`src/rtl/wishbone_master_pkg.sv`:
```
// Shared constants for the Wishbone master: default bus widths and FSM state codes.
package wishbone_master_pkg;

    localparam int WB_ADDR_WIDTH = 2;
    localparam int WB_DATA_WIDTH = 32;

    localparam logic [1:0] ST_IDLE = 2'd0;
    localparam logic [1:0] ST_REQ  = 2'd1;
    localparam logic [1:0] ST_WAIT = 2'd2;
    localparam logic [1:0] ST_RESP = 2'd3;

endpackage

```
`src/rtl/wishbone_master_wb_timeout_counter.sv`:
```
// Cycle counter bounding how long a Wishbone cycle may stay open.
module wb_timeout_counter
    import wishbone_master_pkg::*;
#(
    parameter int TIMEOUT_CYCLES = 255
) (
    input  logic i_clk,
    input  logic i_reset,
    input  logic i_clear,
    input  logic i_enable,
    output logic o_terminal
);

    localparam int CNT_W = $clog2(TIMEOUT_CYCLES + 1);
    localparam logic [CNT_W-1:0] LAST = CNT_W'(TIMEOUT_CYCLES - 1);

    logic [CNT_W-1:0] count;

    always_ff @(posedge i_clk) begin
        if (i_reset)       count <= '0;
        else if (i_clear)  count <= '0;
        else if (i_enable) count <= count + CNT_W'(1);
    end

    // Flags the last cycle the bus cycle may remain open.
    assign o_terminal = (count == LAST);

endmodule

```
`src/rtl/wishbone_master.sv`:
```
// Single-outstanding Wishbone pipelined-mode master: one bus cycle and one response per request.
module wishbone_master
    import wishbone_master_pkg::*;
#(
    parameter int ADDR_WIDTH     = WB_ADDR_WIDTH,
    parameter int DATA_WIDTH     = WB_DATA_WIDTH,
    parameter int TIMEOUT_CYCLES = 255
) (
    input  logic                  i_clk,
    input  logic                  i_reset,
    input  logic                  i_req_valid,
    output logic                  o_req_ready,
    input  logic                  i_req_we,
    input  logic [ADDR_WIDTH-1:0] i_req_addr,
    input  logic [DATA_WIDTH-1:0] i_req_data,
    output logic                  o_rsp_valid,
    output logic                  o_rsp_err,
    output logic [DATA_WIDTH-1:0] o_rsp_data,
    output logic                  o_wb_cyc,
    output logic                  o_wb_stb,
    output logic                  o_wb_we,
    output logic [ADDR_WIDTH-1:0] o_wb_addr,
    output logic [DATA_WIDTH-1:0] o_wb_odata,
    input  logic                  i_wb_ack,
    input  logic                  i_wb_stall,
    input  logic                  i_wb_err,
    input  logic [DATA_WIDTH-1:0] i_wb_idata
);

    logic [1:0] state;
    logic       accept;
    logic       busy;
    logic       strobe_taken;
    logic       bus_done;
    logic       timed_out;
    logic       abort;

    assign o_req_ready  = (state == ST_IDLE);
    assign accept       = i_req_valid && o_req_ready;
    assign busy         = (state == ST_REQ) || (state == ST_WAIT);
    assign strobe_taken = (state == ST_REQ) && !i_wb_stall;
    // A slave reply only counts once the strobe has been taken.
    assign bus_done     = ((state == ST_WAIT) || strobe_taken) && (i_wb_ack || i_wb_err);
    assign abort        = busy && !bus_done && timed_out;

    wb_timeout_counter #(
        .TIMEOUT_CYCLES(TIMEOUT_CYCLES)
    ) u_timeout (
        .i_clk      (i_clk),
        .i_reset    (i_reset),
        .i_clear    (accept),
        .i_enable   (busy),
        .o_terminal (timed_out)
    );

    always_ff @(posedge i_clk) begin
        if (i_reset) begin
            state       <= ST_IDLE;
            o_wb_cyc    <= 1'b0;
            o_wb_stb    <= 1'b0;
            o_wb_we     <= 1'b0;
            o_wb_addr   <= '0;
            o_wb_odata  <= '0;
            o_rsp_valid <= 1'b0;
            o_rsp_err   <= 1'b0;
            o_rsp_data  <= '0;
        end else begin
            o_rsp_valid <= 1'b0;
            if (bus_done || abort) begin
                // Error beats ack; errors and writes return zero data.
                state       <= ST_RESP;
                o_wb_cyc    <= 1'b0;
                o_wb_stb    <= 1'b0;
                o_rsp_valid <= 1'b1;
                o_rsp_err   <= abort || i_wb_err;
                o_rsp_data  <= (abort || i_wb_err || o_wb_we) ? '0 : i_wb_idata;
            end else begin
                case (state)
                    ST_IDLE: begin
                        if (accept) begin
                            state      <= ST_REQ;
                            o_wb_cyc   <= 1'b1;
                            o_wb_stb   <= 1'b1;
                            o_wb_we    <= i_req_we;
                            o_wb_addr  <= i_req_addr;
                            o_wb_odata <= i_req_data;
                        end
                    end
                    ST_REQ: begin
                        if (!i_wb_stall) begin
                            state    <= ST_WAIT;
                            o_wb_stb <= 1'b0;
                        end
                    end
                    ST_WAIT: state <= ST_WAIT;
                    ST_RESP: state <= ST_IDLE;
                    default: state <= ST_IDLE;
                endcase
            end
        end
    end

`ifdef FORMAL
    logic f_pending;
    always_ff @(posedge i_clk) begin
        if (i_reset)          f_pending <= 1'b0;
        else if (accept)      f_pending <= 1'b1;
        else if (o_rsp_valid) f_pending <= 1'b0;
    end
    a_stb_cyc: assert property (@(posedge i_clk) disable iff (i_reset) o_wb_stb |-> o_wb_cyc);
    a_stable:  assert property (@(posedge i_clk) disable iff (i_reset)
                   (o_wb_stb && i_wb_stall) |=> $stable({o_wb_we, o_wb_addr, o_wb_odata}));
    a_one_rsp: assert property (@(posedge i_clk) disable iff (i_reset) o_rsp_valid |-> f_pending);
`endif

endmodule
```
`config.mk`:
```
export PLATFORM = sky130hd
export DESIGN_NAME = wishbone_master
export DESIGN_NICKNAME = d
export VERILOG_FILES = /design/src/rtl/wishbone_master_pkg.sv /design/src/rtl/wishbone_master_wb_timeout_counter.sv /design/src/rtl/wishbone_master.sv
export SDC_FILE = /design/constraint.sdc
export NUM_CORES = 1
export LEC_CHECK = 0
export BUFFER_PORTS_ARGS = -buffer_cell sky130_fd_sc_hd__buf_2
export CORE_ASPECT_RATIO = 0.5
export CORE_MARGIN = 3
export CORE_UTILIZATION = 50
export CTS_BUF_LIST = sky130_fd_sc_hd__clkbuf_8
export CTS_CLUSTER_DIAMETER = 50
export CTS_CLUSTER_SIZE = 28
export DETAILED_ROUTE_END_ITERATION = 8
export PLACE_DENSITY = 0.92
export SKIP_CTS_REPAIR_TIMING = 1
export SYNTH_ARGS = -nofsm -noshare
export SYNTH_HDL_FRONTEND = slang
export SYNTH_SLANG_ARGS = --single-unit
```
`constraint.sdc`:
```
create_clock -name i_clk -period 2.9 [get_ports i_clk]
set_clock_uncertainty 0.1 [all_clocks]
set_input_delay 0.87 -clock i_clk [delete_from_list [all_inputs] [get_ports i_clk]]
set_output_delay 0.87 -clock i_clk [all_outputs]
set_load 0.01 [all_outputs]
```
==> results of run 1 <==
==> metrics by stage <==
| step | instances | area [um2] | util, % | hold slack, ps |
|---|---|---|---|---|
| 2_1_floorplan | 302 | 2890 | - | 355 |
| 3_3_place_gp | 502 | 3630 | 69.2 | 339 |
| 3_5_place_dp | 502 | 3630 | 69.2 | 344 |
| 4_1_cts | 518 | 3860 | 73.5 | 355 |
| 5_1_grt | 518 | 3860 | 73.5 | 370 |
| 6_report | 518 | 3860 | 73.5 | 354 |
==> path summary, 6_finish.rpt <==
check / start / to / cells after the start
worst min-delay path: o_wb_odata[1] / o_wb_odata[1] / 2
worst max-delay path: state[0] / o_req_ready / 3
worst min register to register: o_wb_odata[1] / o_wb_odata[1] / 2
worst max register to register: state[0] / o_rsp_data[17] / 7
==> placed cells by master, fill, tap and decap left out, types with 2 or more instances in the layout <==
cell	instances
clkbuf_8	10
and3_1	2
nand3_1	4
a22o_1	32
buf_2	144
bufinv_16	2
nor3_4	2
xor2_1	6
nor2_1	11
nand4_1	2
dfxtp_1	81
ha_1	6
nand2_1	76
buf_4	5
inv_1	5
a21oi_1	38
==> cell type report <==
| cell class | instances | area share (%) |
|---|---|---|
| Inverter | 5 | 0.487 |
| Multi-Input combinational cell | 197 | 29.6 |
| Clock buffer | 10 | 3.57 |
| Clock inverter | 6 | 2.34 |
| Timing Repair Buffer | 149 | 19.7 |
| Sequential cell | 81 | 42.0 |
| Tap cell | 70 | 2.27 |
==> worst max-delay path, stage by stage, from the launching register on <==
cell     delay [ps]
dfxtp_1         370
inv_1            90
ha_1            280
buf_2           180
==> routing by layer <==
layer / vias to the layer above / global-route usage (%)
li1: 1310 / -
met5: - / 0
met4: 0 / 9.08
met2: 92 / 35.3
met1: 1158 / 22.7
met3: 15 / 8.09
==> flip-flops by register name (all words and copies together), names as in the netlist <==
name and count:
o_wb_stb 1, o_wb_odata 32, o_wb_we 1, o_rsp_err 1, o_rsp_data 32, o_rsp_valid 1, o_wb_cyc 1, u_timeout.count 8
state 2, o_wb_addr 2
==> power groups by stage <==
stage          clock, uW  combinational [uW]  sequential (uW)
2_1_floorplan          0                 588             1500
6_report             911                 966             1410
3_3_place_gp           0                 943             1420
4_1_cts              930                 975             1410
3_5_place_dp           0                 972             1430
5_1_grt              985                1060             1430
==> kinds of logic (layout without fill, tap and decap cells) <==
kind of cell | Yosys count | count (layout)
muxes | 1 | 1
and+or+nand+nor | 106 | 106
AOI/OAI and AO/OA | 77 | 77
xor gates and xnor gates | 7 | 7
buffers and inverters | 24 | 170
DFF | 81 | 81
adders and majority gates | 6 | 6
==> results.cfg, run 1 <==
[outcome]
outcome = finished clean

[sta]
fin_crit_ps = 2240
rsz0062_at_grt = false
tightestPinTransition_ps = 378
fin_ws_ps = 656
finalMaxSlewViolations = 0
finalSetupViolCount = 0
finalHoldViolCount = 0
relSlewSlack_pct = 74.8
max_freq_mhz = 446
fin_tns_setup_ps = 0
fin_crit_sh_pct = 77.4

[clock_tree]
clockBufferDepth = 2
cts.sinks = 81
cts_tree = done
path_clk_slew_ps = 80
htree_levels = 3
cts-buffers-inserted = 9
clk-insertion-delay-late_ps = 350
cts_root_buffer = clkbuf_8

[cells_and_area]
drive_gt1_share_pct = 37.9
nFillCells = 403
multiInputGateArea_um2 = 1140
seqCellArea_um2 = 1620
n_antenna_cell = 0
area_growth_pct = 33.7
fin_nets = 522

[drt]
wl_met3_um = 558
route.detailed.drc = 0
dr_wl_met2_mm = 3.37
wirelength_met1_mm = 2.88
ant_nets = 0
drtIter0Drc = 123
drt_wl_total_mm = 6.96
routedWlPerCell_um = 13.4
via_per_inst = 4.97
drt_pre_antenna_iters = 5
vias = 2575
top_layer = met4

[setup_path]
worstSetupPathType = reg2out
required_ps = 1930
path_max_fanout = 8
endpoint_kind = primary output
worstPathArrival_ps = 1270
cp-start-kind = flip-flop
rrSetupSlack_ps = 760

[yosys]
syn-instance-count = 302
synth_compound_area_share_pct = 18.3
synth_adder_area_share_pct = 2.60
ys_seq_area_share_pct = 56.2
synth_nets = 381
synth_xor_area_share_pct = 2.12
synth_ff_type = dfxtp_1
synth.top_cells.by_area = dfxtp_1 56%, nand2_1 9.9%, a22o_1 9.7%, a21oi_1 6.6%, ha_1 2.6%
synth_cell_types = 34
synth_edf_count = 0
synth_common_cells = 81 x dfxtp_1, 76 x nand2_1, 38 x a21oi_1
yosysWarnings = 0
synth-simple-area-share_pct = 16.1
mappedNetlistArea_um2 = 2890
yosys_register_bits = 81
muxShareOfSynthArea_pct = 0.347
syn_avg_cell_area_um2 = 9.55
synth_top_family_by_area = compound AO/OA/AOI/OAI gates
synth_top_area_share_pct = 56.2
synth.most_common_cell = dfxtp_1
async_flop_share_pct = 0
yosys.area.top_type = dfxtp_1

[floorplanning]
die_w_um = 113
die_h_um = 59.7
core-area_um2 = 5250
ios = 145
initial_core_util_pct = 55.0
die-area_um2 = 6770
rows = 18

[place]
dp_hpwl_mm = 4.91
port_buffers = 144
post-place-ws_ps = 665
place_congestion = 0.895

[power]
total_power_uw = 3290
peakVddDrop_v = 0.000522
p_int_uw = 2180
combPwrFrac_pct = 29.4
leakage_uw = 0.00187
power_density_nw_per_um2 = 852
power_frac_clock_pct = 27.7
power.share.switching_pct = 33.5
seq_power_share_pct = 42.9
p_sw_uw = 1100

[worst_hold_path]
hold_path_class = reg2reg

[global_route]
grt_pass1_wl_mm = 10.7
antenna_found_initial = 0
grt_max_degree = 38
grt_remaining_overflow = 0
grt_usage_pct = 20.3
first_global_vias = 2344

[flow_run]
cap_violations = 0
(Power assumes the default switching activity.)
==> inputs of run 2 (changes only) <==
--- a/config.mk
+++ b/config.mk
@@ -8,12 +8,12 @@
 export BUFFER_PORTS_ARGS = -buffer_cell sky130_fd_sc_hd__buf_2
 export CORE_ASPECT_RATIO = 0.5
 export CORE_MARGIN = 3
-export CORE_UTILIZATION = 50
+export CORE_UTILIZATION = 47
 export CTS_BUF_LIST = sky130_fd_sc_hd__clkbuf_8
 export CTS_CLUSTER_DIAMETER = 50
 export CTS_CLUSTER_SIZE = 28
 export DETAILED_ROUTE_END_ITERATION = 8
-export PLACE_DENSITY = 0.92
+export PLACE_DENSITY = 0.87
 export SKIP_CTS_REPAIR_TIMING = 1
 export SYNTH_ARGS = -nofsm -noshare
 export SYNTH_HDL_FRONTEND = slang
==> constraint.sdc (replaced) <==
create_clock -name i_clk -period 2.32 [get_ports i_clk]
set_clock_uncertainty 0.1 [all_clocks]
set_input_delay 0.696 -clock i_clk [delete_from_list [all_inputs] [get_ports i_clk]]
set_output_delay 0.696 -clock i_clk [all_outputs]
set_load 0.01 [all_outputs]
==> run 2 against run 1 <==
- worst hold slack lost 0.85 ps
- via count shrank 0.93%
- total power grew 17%
- final cell count grew 0.39%
- die area grew 5.9%
- routed wire length grew 3.5%
- worst setup slack lost 430 ps
- combinational power grew 27%
- first-iteration DRC count grew 20%
- clock power shrank 5.4%
- flip-flop and latch count is the same
- register-to-register slack lost 530 ps
- critical endpoint is now o_rsp_data[27]
==> results.cfg, run 2 (synthesized netlist as in run 1, its figures left out) <==
[outcome]
outcome = finished clean

[power]
leakage_uw = 0.00185
p_sw_uw = 1340
power.share.switching_pct = 34.9
p_int_uw = 2500
seq_power_share_pct = 45.7
peakVddDrop_v = 0.000568
power_density_nw_per_um2 = 1010
combPwrFrac_pct = 31.9
power_frac_clock_pct = 22.4
total_power_uw = 3850

[sta]
finalHoldViolCount = 0
fin_crit_ps = 2090
fin_crit_sh_pct = 90.2
max_freq_mhz = 478
tightestPinTransition_ps = 649
relSlewSlack_pct = 56.6
rsz0062_at_grt = false
finalSetupViolCount = 0
finalMaxSlewViolations = 0

[place]
port_buffers = 144
place_congestion = 0.784
dp.cells = 504
dp_hpwl_mm = 4.87

[setup_path]
cpPeakStageDelay_ps = 450
worstPathArrival_ps = 2230
r2r_end = o_rsp_data[27]
path_max_fanout = 33
rrSetupSlack_ps = 230
path_cells = inv_1 -> ha_1 -> and4_4 -> and2_4 -> nor3_4 -> buf_12 -> a22o_1
r2r_start = state[0]
cp-start-kind = flip-flop
crit_slowest_cell = ha_1
required_ps = 2450
worstSetupPathType = reg2reg
endpoint_kind = flip-flop
crit_buf_inv = 2
cpLargestDelayFamily = simple AND/OR/NAND/NOR gates
reg2reg_depth = 7

[floorplanning]
ios = 145
initial_core_util_pct = 50.6
die_h_um = 61.4
die_w_um = 117
core-area_um2 = 5710
die-area_um2 = 7170
rows = 19

[cells_and_area]
fin_nets = 522
mostFrequentLayoutCells = 144 x buf_2, 81 x dfxtp_1, 76 x nand2_1, 38 x a21oi_1, 32 x a22o_1
final_common_cell = buf_2
n_antenna_cell = 0
reg_top3 = o_rsp_data: 32 flops, o_wb_odata: 32 flops, u_timeout.count: 8 flops
drive_gt1_share_pct = 37.6
area_growth_pct = 32.3
fin_cells = 520

[drt]
via_per_inst = 4.91
wl_met3_um = 416
drt_pre_antenna_iters = 5
dr_wl_met2_mm = 3.64
route.detailed.drc = 0
drt_wl_total_mm = 7.20
routedWlPerCell_um = 13.8
drtIter0Drc = 147
vias = 2551
wirelength_met1_mm = 3.03
top_layer = met4
ant_nets = 0

[global_route]
grt_max_degree = 41
first_global_vias = 2295
grt_usage_pct = 18.8
antenna_found_initial = 0
grt_remaining_overflow = 0
grt_pass1_wl_mm = 10.3

[clock_tree]
cts_root_buffer = clkbuf_8
clockBufferDepth = 2
cts.sinks = 81
path_clk_slew_ps = 80
htree_levels = 3
cts_tree = done
clk-insertion-delay-late_ps = 340
cts-buffers-inserted = 9

[worst_hold_path]
min_to = o_wb_odata[5]
worstHoldStart = o_wb_odata[5]
hold_depth = 2
hold_path_class = reg2reg

[flow_run]
cap_violations = 0
-- run 2: metrics by stage --
stage	TNS, ps	util, %	hold WS (ps)	cell area (um2)	worst slack (ps)
3_5_place_dp	-2930	63.8	343	3640	-118
4_1_cts	0	66.6	354	3800	116
5_1_grt	0	66.9	365	3820	126
2_1_floorplan	0	-	355	2890	456
6_report	0	66.9	353	3820	227
3_3_place_gp	-887	63.8	339	3640	-28.9
-- run 2: worst max path at each step --
| stage | from | cells after the start | slack [ps] | endpoint |
|---|---|---|---|---|
| final | state[0] | 7 | 230 | o_rsp_data[27] |
| after global routing | state[1] | 7 | 130 | o_rsp_data[27] |
| after CTS | state[1] | 6 | 120 | o_rsp_data[13] |
| after detailed placement | i_wb_stall | 5 | -120 | o_rsp_data[21] |
| after global placement | i_wb_stall | 5 | -30 | o_rsp_data[3] |
| after floorplan | state[0] | 8 | 460 | o_wb_stb |
-- run 2: worst register-to-register path, cell delays in order, from the launching register on --
cell and delay (ps):
dfxtp_1 360, inv_1 90, ha_1 450, and4_4 300, and2_4 190, nor3_4 60
buf_12 180, a22o_1 240
-- run 2: final cells by class --
type	count	area (um2)
clock buffer	10	138
sequential	81	1620
fill	491	1890
tap	73	91.3
multi-input combinational	198	1160
clock inverter	5	23.8
inverter	5	18.8
timing repair buffer	148	763
-- run 2: power by group through the flow --
stage	registers [uW]	logic [uW]	clock network, uW
floorplan	1870	735	0
finish	1760	1230	862
global route	1790	1370	945
detailed placement	1780	1220	0
CTS	1750	1230	886
global placement	1780	1200	0
-- run 2: routing by layer --
metal | GRT usage (%) | vias to the layer above
met5 | 0 | -
met4 | 8.17 | 0
met3 | 5.99 | 14
met2 | 34.3 | 71
met1 | 20.8 | 1154
li1 | - | 1312
==> inputs of run 3 (changes only) <==
--- a/config.mk
+++ b/config.mk
@@ -13,6 +13,7 @@
 export CTS_CLUSTER_DIAMETER = 50
 export CTS_CLUSTER_SIZE = 28
 export DETAILED_ROUTE_END_ITERATION = 8
+export GPL_TIMING_DRIVEN = 0
 export PLACE_DENSITY = 0.87
 export SKIP_CTS_REPAIR_TIMING = 1
 export SYNTH_ARGS = -nofsm -noshare
==> run 3 against run 2 <==
- combinational power is 3% higher
- worst setup slack better by 3.3 ps
- largest cell class unchanged
- non-clock buffer count is 14 higher
- critical path depth is 4 lower
- die area stayed put
- largest power group unchanged
- final cell count is 2.7% higher
==> results.cfg, run 3 (synthesized netlist as in run 1, its figures left out) <==
[power]
seq_power_share_pct = 43.9
power.share.switching_pct = 33.4
combPwrFrac_pct = 31.8
power_density_nw_per_um2 = 1030
p_int_uw = 2660
total_power_uw = 3990
power_frac_clock_pct = 24.3
leakage_uw = 0.00190
p_sw_uw = 1330
peakVddDrop_v = 0.000564

[floorplanning]
die_h_um = 61.4
die_w_um = 117
initial_core_util_pct = 50.6
ios = 145
rows = 19
core-area_um2 = 5710
die-area_um2 = 7170

[clock_tree]
cts_tree = done
clockBufferDepth = 2
htree_levels = 3
clk-insertion-delay-late_ps = 340
path_clk_slew_ps = 70
cts.sinks = 81
cts_root_buffer = clkbuf_8
cts-buffers-inserted = 9

[worst_hold_path]
min_to = o_wb_odata[19]
worstHoldStart = o_wb_odata[19]
hold_depth = 2
hold_path_class = reg2reg

[place]
dp.cells = 518
place_congestion = 0.767
dp_hpwl_mm = 5.27
port_buffers = 143

[drt]
routedWlPerCell_um = 13.1
vias = 2593
top_layer = met4
wl_met3_um = 388
dr_wl_met2_mm = 3.50
drtIter0Drc = 96
ant_nets = 0
drt_pre_antenna_iters = 5
wirelength_met1_mm = 3.02
via_per_inst = 4.86
route.detailed.drc = 0
drt_wl_total_mm = 6.97

[setup_path]
rrSetupSlack_ps = 270
endpoint_kind = primary output
r2r_start = state[0]
r2r_end = o_rsp_data[11]
worstPathArrival_ps = 1290
cp-start-kind = flip-flop
reg2reg_depth = 8
required_ps = 1520
worstSetupPathType = reg2out
path_max_fanout = 8

[cells_and_area]
nFillCells = 480
area_growth_pct = 34.5
reg_top3 = o_rsp_data: 32 flops, o_wb_odata: 32 flops, u_timeout.count: 8 flops
n_antenna_cell = 0
fin_cells = 534
final_common_cell = buf_2
drive_gt1_share_pct = 36.9
fin_nets = 535
mostFrequentLayoutCells = 148 x buf_2, 81 x dfxtp_1, 76 x nand2_1, 38 x a21oi_1, 32 x a22o_1

[sta]
finalSetupViolCount = 0
rsz0062_at_grt = false
finalHoldViolCount = 0
relSlewSlack_pct = 68.0
max_freq_mhz = 479
tightestPinTransition_ps = 480
fin_crit_sh_pct = 90.1
fin_tns_setup_ps = 0
fin_crit_ps = 2090
finalMaxSlewViolations = 0

[global_route]
grt_usage_pct = 19.2
grt_pass1_wl_mm = 10.5
antenna_found_initial = 0
first_global_vias = 2271
grt_remaining_overflow = 0
grt_max_degree = 13

[outcome]
outcome = finished clean

[flow_run]
cap_violations = 0
-- run 3: cell types whose count changed in the layout (fill, tap and decap cells not counted), sizes merged --
cell    before  now
clkinv       4    2
inv          6    8
buf        148  152
clkbuf      10   20
bufinv       0    1
nor3         4    3
-- run 3: metrics by stage --
step	utilization (%)	setup slack, ps	hold slack, ps	instance area (um2)
6_report	68.0	231	351	3880
4_1_cts	68.0	213	353	3880
5_1_grt	68.0	119	369	3880
2_1_floorplan	-	456	355	2890
3_3_place_gp	64.7	112	340	3690
3_5_place_dp	64.7	69.3	343	3690
-- run 3: worst max path at each step --
stage / startpoint / to / slack, ps / cells after the start
2_1_floorplan: state[0] / o_wb_stb / 460 / 8
3_3_place_gp: i_wb_stall / o_rsp_data[13] / 110 / 6
3_5_place_dp: i_wb_stall / o_rsp_data[11] / 70 / 6
4_1_cts: state[0] / o_req_ready / 210 / 3
5_1_grt: state[0] / o_rsp_data[2] / 120 / 8
6_report: state[0] / o_req_ready / 230 / 3
-- run 3: metal layers --
layer,global-route usage [%],vias up
met2,33.7,65
li1,-,1339
met1,22.5,1181
met3,6.58,8
met4,6.70,0
met5,0,-
-- run 3: layout make-up --
class / count / area, um2 / area share (%)
clock inverters: 6 / 51.3 / 1.32
well taps: 73 / 91.3 / 2.35
plain buffers: 19 / 108 / 2.77
inverters: 5 / 18.8 / 0.484
flip-flops and latches: 81 / 1620 / 41.8
repair buffers: 143 / 716 / 18.4
multi-input cells: 197 / 1140 / 29.3
clock buffers: 10 / 138 / 3.55
-- run 3: power groups by stage --
stage	Clock, uW	Combinational (uW)	Sequential (uW)
after floorplan	0	735	1870
after global placement	0	1260	1770
after detailed placement	0	1280	1780
after CTS	1000	1290	1750
after global routing	1070	1420	1790
final	971	1270	1750
-- run 3: critical path: stages (launching register included) --
cell and delay (ps):
dfxtp_1 330, inv_1 110, ha_1 320, buf_2 200
